### src/rtl/button_pkg.sv
// Shared types and defaults for the push-button conditioning path.
// Holds no logic: state encoding, default timing constants and a small helper.
package button_pkg;

  typedef enum logic [2:0] {
    IDLE       = 3'd0,
    DB_PRESS   = 3'd1,
    PRESSED    = 3'd2,
    HELD       = 3'd3,
    DB_RELEASE = 3'd4
  } btn_state_t;

  localparam int DEF_DEBOUNCE_CYCLES   = 16;
  localparam int DEF_LONG_PRESS_CYCLES = 64;

  function automatic int max_int(input int a, input int b);
    return (a > b) ? a : b;
  endfunction

endpackage

### src/rtl/sync_2ff.sv
// Two-flop synchroniser for asynchronous inputs, async active-high reset.
// Latency: 2 clk edges; no backpressure (samples every cycle).
module sync_2ff #(
  parameter int WIDTH = 1
) (
  input  logic             clk,
  input  logic             rst,
  input  logic [WIDTH-1:0] d,
  output logic [WIDTH-1:0] q
);

  logic [WIDTH-1:0] meta_q;

  always_ff @(posedge clk or posedge rst) begin
    if (rst) begin
      meta_q <= '0;
      q      <= '0;
    end else begin
      meta_q <= d;
      q      <= meta_q;
    end
  end

endmodule

### src/rtl/button_conditioner.sv
// Debounces a raw button pin into a level plus press/release/long-press pulses and a mode flag.
// Latency: press/release follow DEBOUNCE_CYCLES+2 edges after the pin settles; no backpressure.
module button_conditioner
  import button_pkg::*;
#(
  parameter int DEBOUNCE_CYCLES   = DEF_DEBOUNCE_CYCLES,
  parameter int LONG_PRESS_CYCLES = DEF_LONG_PRESS_CYCLES
) (
  input  logic clk,
  input  logic rst,
  input  logic button_in,
  output logic level,
  output logic press,
  output logic release_pulse,
  output logic long_press,
  output logic mode_sel
);

  localparam int CNT_W = $clog2(max_int(DEBOUNCE_CYCLES, LONG_PRESS_CYCLES) + 1);
  localparam logic [CNT_W-1:0] DB_LIMIT = CNT_W'(DEBOUNCE_CYCLES);
  localparam logic [CNT_W-1:0] LP_LIMIT = CNT_W'(LONG_PRESS_CYCLES);
  localparam logic [CNT_W-1:0] CNT_ONE  = CNT_W'(1);

  logic       sync_q;
  btn_state_t state_q, state_d;
  logic [CNT_W-1:0] db_cnt_q, db_cnt_d;
  logic [CNT_W-1:0] hold_cnt_q, hold_cnt_d;
  logic long_done_q, long_done_d;
  logic level_q, level_d;
  logic press_q, press_d;
  logic release_q, release_d;
  logic long_press_q, long_press_d;
  logic mode_sel_q, mode_sel_d;

  sync_2ff #(.WIDTH(1)) u_sync (
    .clk (clk),
    .rst (rst),
    .d   (button_in),
    .q   (sync_q)
  );

  always_ff @(posedge clk or posedge rst) begin
    if (rst) begin
      state_q      <= IDLE;
      db_cnt_q     <= '0;
      hold_cnt_q   <= '0;
      long_done_q  <= 1'b0;
      level_q      <= 1'b0;
      press_q      <= 1'b0;
      release_q    <= 1'b0;
      long_press_q <= 1'b0;
      mode_sel_q   <= 1'b0;
    end else begin
      state_q      <= state_d;
      db_cnt_q     <= db_cnt_d;
      hold_cnt_q   <= hold_cnt_d;
      long_done_q  <= long_done_d;
      level_q      <= level_d;
      press_q      <= press_d;
      release_q    <= release_d;
      long_press_q <= long_press_d;
      mode_sel_q   <= mode_sel_d;
    end
  end

  always_comb begin
    state_d      = state_q;
    db_cnt_d     = db_cnt_q;
    hold_cnt_d   = hold_cnt_q;
    long_done_d  = long_done_q;
    level_d      = level_q;
    mode_sel_d   = mode_sel_q;
    press_d      = 1'b0;
    release_d    = 1'b0;
    long_press_d = 1'b0;

    case (state_q)
      IDLE: begin
        if (sync_q) begin
          state_d  = DB_PRESS;
          db_cnt_d = CNT_ONE;
        end
      end

      DB_PRESS: begin
        if (!sync_q) begin
          state_d  = IDLE;
          db_cnt_d = '0;
        end else if (db_cnt_q == DB_LIMIT) begin
          state_d    = PRESSED;
          db_cnt_d   = '0;
          hold_cnt_d = '0;
          level_d    = 1'b1;
          press_d    = 1'b1;
        end else if (db_cnt_q != '1) begin
          db_cnt_d = db_cnt_q + 1'b1;
        end
      end

      PRESSED: begin
        if (sync_q) begin
          if (hold_cnt_q != '1) hold_cnt_d = hold_cnt_q + 1'b1;
          if (hold_cnt_d == LP_LIMIT) begin
            state_d      = HELD;
            long_done_d  = 1'b1;
            long_press_d = 1'b1;
            mode_sel_d   = ~mode_sel_q;
          end
        end else begin
          // hold_cnt is left alone so a release bounce resumes the count
          state_d  = DB_RELEASE;
          db_cnt_d = CNT_ONE;
        end
      end

      HELD: begin
        if (!sync_q) begin
          state_d  = DB_RELEASE;
          db_cnt_d = CNT_ONE;
        end
      end

      DB_RELEASE: begin
        if (sync_q) begin
          state_d  = long_done_q ? HELD : PRESSED;
          db_cnt_d = '0;
        end else if (db_cnt_q == DB_LIMIT) begin
          state_d     = IDLE;
          db_cnt_d    = '0;
          long_done_d = 1'b0;
          level_d     = 1'b0;
          release_d   = 1'b1;
        end else if (db_cnt_q != '1) begin
          db_cnt_d = db_cnt_q + 1'b1;
        end
      end

      default: begin
        state_d = IDLE;
      end
    endcase
  end

  assign level         = level_q;
  assign press         = press_q;
  assign release_pulse = release_q;
  assign long_press    = long_press_q;
  assign mode_sel      = mode_sel_q;

endmodule

### config.mk
export PLATFORM = sky130hd
export DESIGN_NAME = button_conditioner
export DESIGN_NICKNAME = d
export VERILOG_FILES = /design/src/rtl/button_pkg.sv /design/src/rtl/sync_2ff.sv /design/src/rtl/button_conditioner.sv
export SDC_FILE = /design/constraint.sdc
export NUM_CORES = 1
export LEC_CHECK = 0
export BUFFER_PORTS_ARGS = -buffer_cell sky130_fd_sc_hd__clkbuf_2
export CELL_PAD_IN_SITES_DETAIL_PLACEMENT = 2
export CELL_PAD_IN_SITES_GLOBAL_PLACEMENT = 2
export CORE_UTILIZATION = 38
export CTS_BUF_LIST = sky130_fd_sc_hd__clkbuf_16
export DETAILED_ROUTE_END_ITERATION = 8
export GPL_TIMING_DRIVEN = 0
export PLACE_DENSITY_LB_ADDON = 0.12
export SYNTH_ARGS = -nofsm -noshare
export SYNTH_HDL_FRONTEND = slang
export SYNTH_SLANG_ARGS = --single-unit
### constraint.sdc
create_clock -name clk -period 2.4 [get_ports clk]
set_clock_uncertainty 0.05 [all_clocks]
set_input_delay 0.12 -clock clk [delete_from_list [all_inputs] [get_ports clk]]
set_output_delay 0.12 -clock clk [all_outputs]
set_load 0.01 [all_outputs]
After elaboration in Yosys (flattened, before gate mapping)
Index checks and enable logic that the tools add are counted.
- register bits after elaboration: 25
- input port bits: 3
- output and inout bits: 5
- word-level logic and storage cells: 86
- $add $sub $neg: 2
- equality and inequality tests: 20
- muxes and demuxes: 40
- bitwise gates (word level): 1
- reductions and logical operators: 12
- operator list (kind ; number):
    7-bit two-way mux ; 12
    7-bit one-hot mux with 4 select lines ; 1
    3-bit two-way mux ; 8
    1-bit two-way mux ; 15
    3-bit one-hot mux with 5 select lines ; 1
    5-bit AND reduction ; 3
    7-bit by 1-bit adder with 7-bit output, second input constant ; 2
    7-bit != test, second input constant ; 2
    7-bit one-hot mux with 2 select lines ; 1
    2-bit != test, second input constant ; 6
    7-bit by 5-bit == test with 1-bit output, second input constant ; 1
    7-bit == test, second input constant ; 1
    3-bit by 2-bit == test with 1-bit output, second input constant ; 2
    2-bit by 1-bit != test with 1-bit output, second input constant ; 3
    3-bit != test, second input constant ; 2
    3-bit AND reduction ; 2
    2-bit nonzero test ; 3
    1-bit one-hot mux with 2 select lines ; 2
    4-bit AND reduction ; 1
    4-bit nonzero test ; 1
    3-bit by 1-bit == test with 1-bit output, second input constant ; 1
    3-bit == test, second input constant ; 1
    3-bit logical NOT ; 1
    3-bit by 2-bit != test with 1-bit output, second input constant ; 1
    other kinds (2) ; 2

Logic depth before layout (Yosys ltp)
- depth after elaboration: 8
- gate-level depth with buffers: 7
- mapped depth without buffers: 7

By module
Synthesis repeated with hierarchy kept, for this count alone.
- cell total of the unflattened synthesis: 155
- area, all modules: 1491.4 um^2
- modules (own cells, without submodules) (module ; instances ; cells each ; area each (um^2) ; seq. area each (um^2)):
    button_conditioner ; 1 ; 152 ; 1437.6 ; 575.6
    sync_2ff ; 1 ; 3 ; 53.8 ; 50.0

Worst setup path before layout
Ideal clock, no wire load.
- kind: register to register
- start: register db_cnt_q[0]
- end: register db_cnt_q[0]
- library setup time: 0.137 ns
- data arrival time: 1.520 ns
- required time: 2.213 ns
- setup slack: 0.693 ns
- stages on the path, launching flop included: 8
- path buffers: 0
- period minus slack after synthesis: 1.707 ns
- cells stage by stage: dfrtp_1 > inv_1 > ha_1 > nand4bb_2 > nor2_1 > a21oi_1 > o32ai_4 > o32ai_2
- cells in the longest elaborated chain, start to end: 5
- elaborated cells on any way between the ends: 8
- those cells by class: add/sub: 1; eq/ne: 2; mux: 5
- RTL lines (item ; line ; text):
    start, declared ; button_conditioner.sv:26 ; logic [CNT_W-1:0] db_cnt_q, db_cnt_d;
    start signal, assigned ; button_conditioner.sv:55 ; db_cnt_q <= db_cnt_d;
    7-bit by 1-bit adder with 7-bit output or 7-bit != test (tied branches) ; n/a ;
    7-bit two-way mux ; button_conditioner.sv:95, button_conditioner.sv:133 ;
    7-bit two-way mux (*) ; button_conditioner.sv:89 ; end else if (db_cnt_q == DB_LIMIT) begin
    7-bit two-way mux, on equally long branches ; button_conditioner.sv:124, button_conditioner.sv:86 ;
    7-bit one-hot mux with 4 select lines (*) ; button_conditioner.sv:77 ; case (state_q)
Mark *: on every way between the ends. The rest lies on a longest branch, timed or not.
A chain may end at the register's enable or synchronous reset.

Worst setup path in the final report
- start: register db_cnt_q[0]
- end: register hold_cnt_q[1]
- cells in the longest elaborated chain, start to end: 3
- RTL lines (item ; line ; text):
    7-bit by 5-bit == test with 1-bit output ; button_conditioner.sv:89 ;
    2-bit != test (no line) ; n/a ;
    4-bit AND reduction (no line) ; n/a ;
    end signal, assigned ; button_conditioner.sv:56 ; hold_cnt_q <= hold_cnt_d;
    end, declared ; button_conditioner.sv:27 ; logic [CNT_W-1:0] hold_cnt_q, hold_cnt_d;
No other way between the ends.

==> results.cfg <==
[pwr]
netSwitchingFraction_pct = 23.68
p_clk_share_pct = 42.9
switchingPower_uw = 211.2
p_leak_uw = 0.0007125
ir_drop_uv = 222.1
pwr-share-comb_pct = 7.8
p_per_area_mw_per_mm2 = 536.9
power_frac_seq_pct = 49.3
p_int_uw = 680.9
power_uw = 892.1

[synth]
ys_ff_latch = 25
avgSynthCellArea_um2 = 9.697
ys_types = 47
async_reset_ff_share_pct = 100.0
synth-compound-area-share_pct = 18.68
synth_edf_count = 0
synthMuxAreaShare_pct = 2.716
yosysWarnings = 0
synthAdderAreaFrac_pct = 2.547
netlist_area_mm2 = 0.001474
dominantRegCellSynth = dfrtp_1
yosys.area_share.simple_pct = 25.21
synth_top_family_by_area = simple AND/OR/NAND/NOR gates
netlist_instances = 152
synth-seq-area-share_pct = 42.44
synthesis.nets = 158
synth_xor_area_share_pct = 3.565

[worst_setup_path]
critPathCaptureType = register
r2r_slack_ns = 0.33
required_ns = 2.49
start_kind = register
crit_start = db_cnt_q[0]
crit_arrival_ns = 2.16
critPathCapture = hold_cnt_q[1]
r2r-start = db_cnt_q[0]
path_max_fanout = 6
rr_endpoint = hold_cnt_q[1]
critPathKind = register to register
r2r_cells = 7

[clock_tree]
cts_tree = done
clockBufferDepth = 2
h-tree-depth = 1
insertion_delay_ns = 0.26
post_cts_buffers = 0
clock_sinks = 25
cts_root_buf = clkbuf_16
cts_hold_buf = 1
cts_buffers = 3
clk_pin_slew_ns = 0.07
cts_resized = 0

[sta]
period_needed_ns = 2.066
slew_headroom_pct = 33.17
finalSetupViolCount = 0
final.setup.tns_ns = 0
finalCritPeriodShare_pct = 86.07
fmax_mhz = 484.1
rsz0062_at_grt = no
final_hold_viol_count = 0
worstMarginPinSlew_ns = 1.001
drv_slew = 0

[global_routing]
antenna_found_initial = 0
grt_max_degree = 26
grt_pass1_vias = 1323
grt_pass1_wl_mm = 6.617
grt_use_total_pct = 20.99
grt.overflow.total = 0

[floorplanning]
start_util_pct = 39.96
io_pins = 8
fp.coreArea_mm2 = 0.003689
fp.dieH_um = 64.28
die-area_mm2 = 0.004132
rows = 22
die_x_um = 64.28

[route]
dr.pass1.iters = 4
drc = 0
via_count = 1198
wl_mm = 3.704
drt-wirelength-per-cell_um = 17.47
via_per_inst = 5.651
antenna_left = 0
drtIter0Drc = 52

[hold_path]
holdCritPathClass = primary input to asynchronous set/reset pin

[finish]
synthToLayoutAreaGrowth_pct = 12.73
nets = 171
drive_gt1_share_pct = 18.29
diodes = 0

[placed_design]
place.gp.congestion = 0.7781
port_buffers = 7
dp_hpwl_mm = 2.740

[run]
maxCapViolCount = 0

[status]
status = finished, final reports clean
## cell families (layout without fill, tap and decap cells)
group / count (synthesis) / after routing
DFF: 25 / 25
adders and majority gates: 3 / 3
buffers and inverters: 17 / 29
xor gates and xnor gates: 6 / 6
AOI/OAI and AO/OA: 38 / 38
and+or+nand+nor: 59 / 59
muxes: 4 / 4
## registers in the layout, summed over array words and instances, names as in the netlist
name,cells
long_done_q,1
level,1
u_sync.q,1
state_q,3
hold_cnt_q,7
release_pulse,1
mode_sel,1
press,1
long_press,1
db_cnt_q,7
u_sync.meta_q,1
## cell type report
cell class | instances | area, um^2
Clock inverter | 1 | 7.507
Timing Repair Buffer | 8 | 45.04
Clock buffer | 3 | 75.07
Buffer | 7 | 33.78
Sequential cell | 25 | 625.6
Inverter | 10 | 37.54
Multi-Input combinational cell | 110 | 777.0
Tap cell | 48 | 60.06
Fill cell | 422 | 2027
## critical path, cell delays in order (launching register included)
cell and delay (ns):
dfrtp_1 0.42, inv_1 0.11, ha_1 0.18, nand4bb_2 0.21, nor4_4 0.48, or2_1 0.21
a21boi_2 0.19, o2bb2ai_1 0.09
## through the flow
| step | utilization [%] | setup slack (ns) | area (um^2) | instances | hold slack [ns] |
|---|---|---|---|---|---|
| 3_3_place_gp | 42.54 | 0.4239 | 1569 | 207 | 0.1793 |
| 5_1_grt | 45.05 | 0.2152 | 1662 | 212 | 0.1154 |
| 2_1_floorplan | - | 0.6930 | 1474 | 152 | 0.09732 |
| 6_report | 45.05 | 0.3343 | 1662 | 212 | 0.02048 |
| 3_5_place_dp | 42.54 | 0.3491 | 1569 | 207 | 0.1931 |
| 4_1_cts | 45.05 | 0.3254 | 1662 | 212 | 0.05206 |
## metal layers
layer | global-route usage [%] | vias up | wire length (um)
met2 | 34.87 | 12 | 1791
met1 | 27.61 | 615 | 1807
met4 | 8.333 | 0 | 57
met3 | 2.321 | 6 | 48
li1 | - | 565 | -
met5 | 0 | - | 0
## worst min-delay path by stage
stage / cells after the start / end / startpoint
after floorplan: 1 / db_cnt_q[0] / rst
after global placement: 1 / u_sync.meta_q / button_in
after global routing: 2 / hold_cnt_q[4] / rst
final: 2 / hold_cnt_q[6] / rst
after CTS: 2 / u_sync.meta_q / rst
after detailed placement: 1 / u_sync.meta_q / button_in
## cells in the mapped netlist (all sizes together) (2+ instances only)
cell type,count,share of area (%)
inv,10,2.5
nor3,4,1.4
nor4,2,2.9
a31oi,3,1.3
or2,3,1.4
nand2b,3,1.3
o31ai,2,1.0
xnor2,5,3.0
ha,3,2.5
dfrtp,25,42
a211oi,3,1.5
o21ai,8,2.7
nand2,11,3.0
nand4,3,1.3
nand3,5,2.5
nor2,16,4.6
mux2i,4,2.7
and3,2,0.85
o32ai,2,3.0
buf,6,2.0
a21oi,12,4.1
nand3b,2,1.0
## cell usage in the layout, fill, tap and decap left out, types with 2 or more instances in the layout
master     synthesis  layout
dfrtp_1           25      25
nor2_1            15      15
a21oi_1           12      12
nand2_1           10      10
inv_1              9       9
clkbuf_2           0       7
buf_2              6       6
o21ai_0            6       6
xnor2_1            5       5
mux2i_1            4       4
nand3_1            4       4
nor3_1             4       4
nand4_1            3       3
a31oi_1            3       3
a211oi_1           3       3
nand2b_1           3       3
ha_1               3       3
clkbuf_16          0       3
nand3b_1           2       2
nor4_4             2       2
or2_1              2       2
and3_1             2       2
o21ai_1            2       2
o31ai_1            2       2
## power by group through the flow
stage,logic [uW],registers [uW],clock network (uW)
3_5_place_dp,69.7,448,0
6_report,69.7,440,382
3_3_place_gp,65.2,447,0
4_1_cts,71.1,440,393
2_1_floorplan,52.6,445,0
5_1_grt,79.3,441,409
No activity file was read; power rests on OpenSTA's default activity.
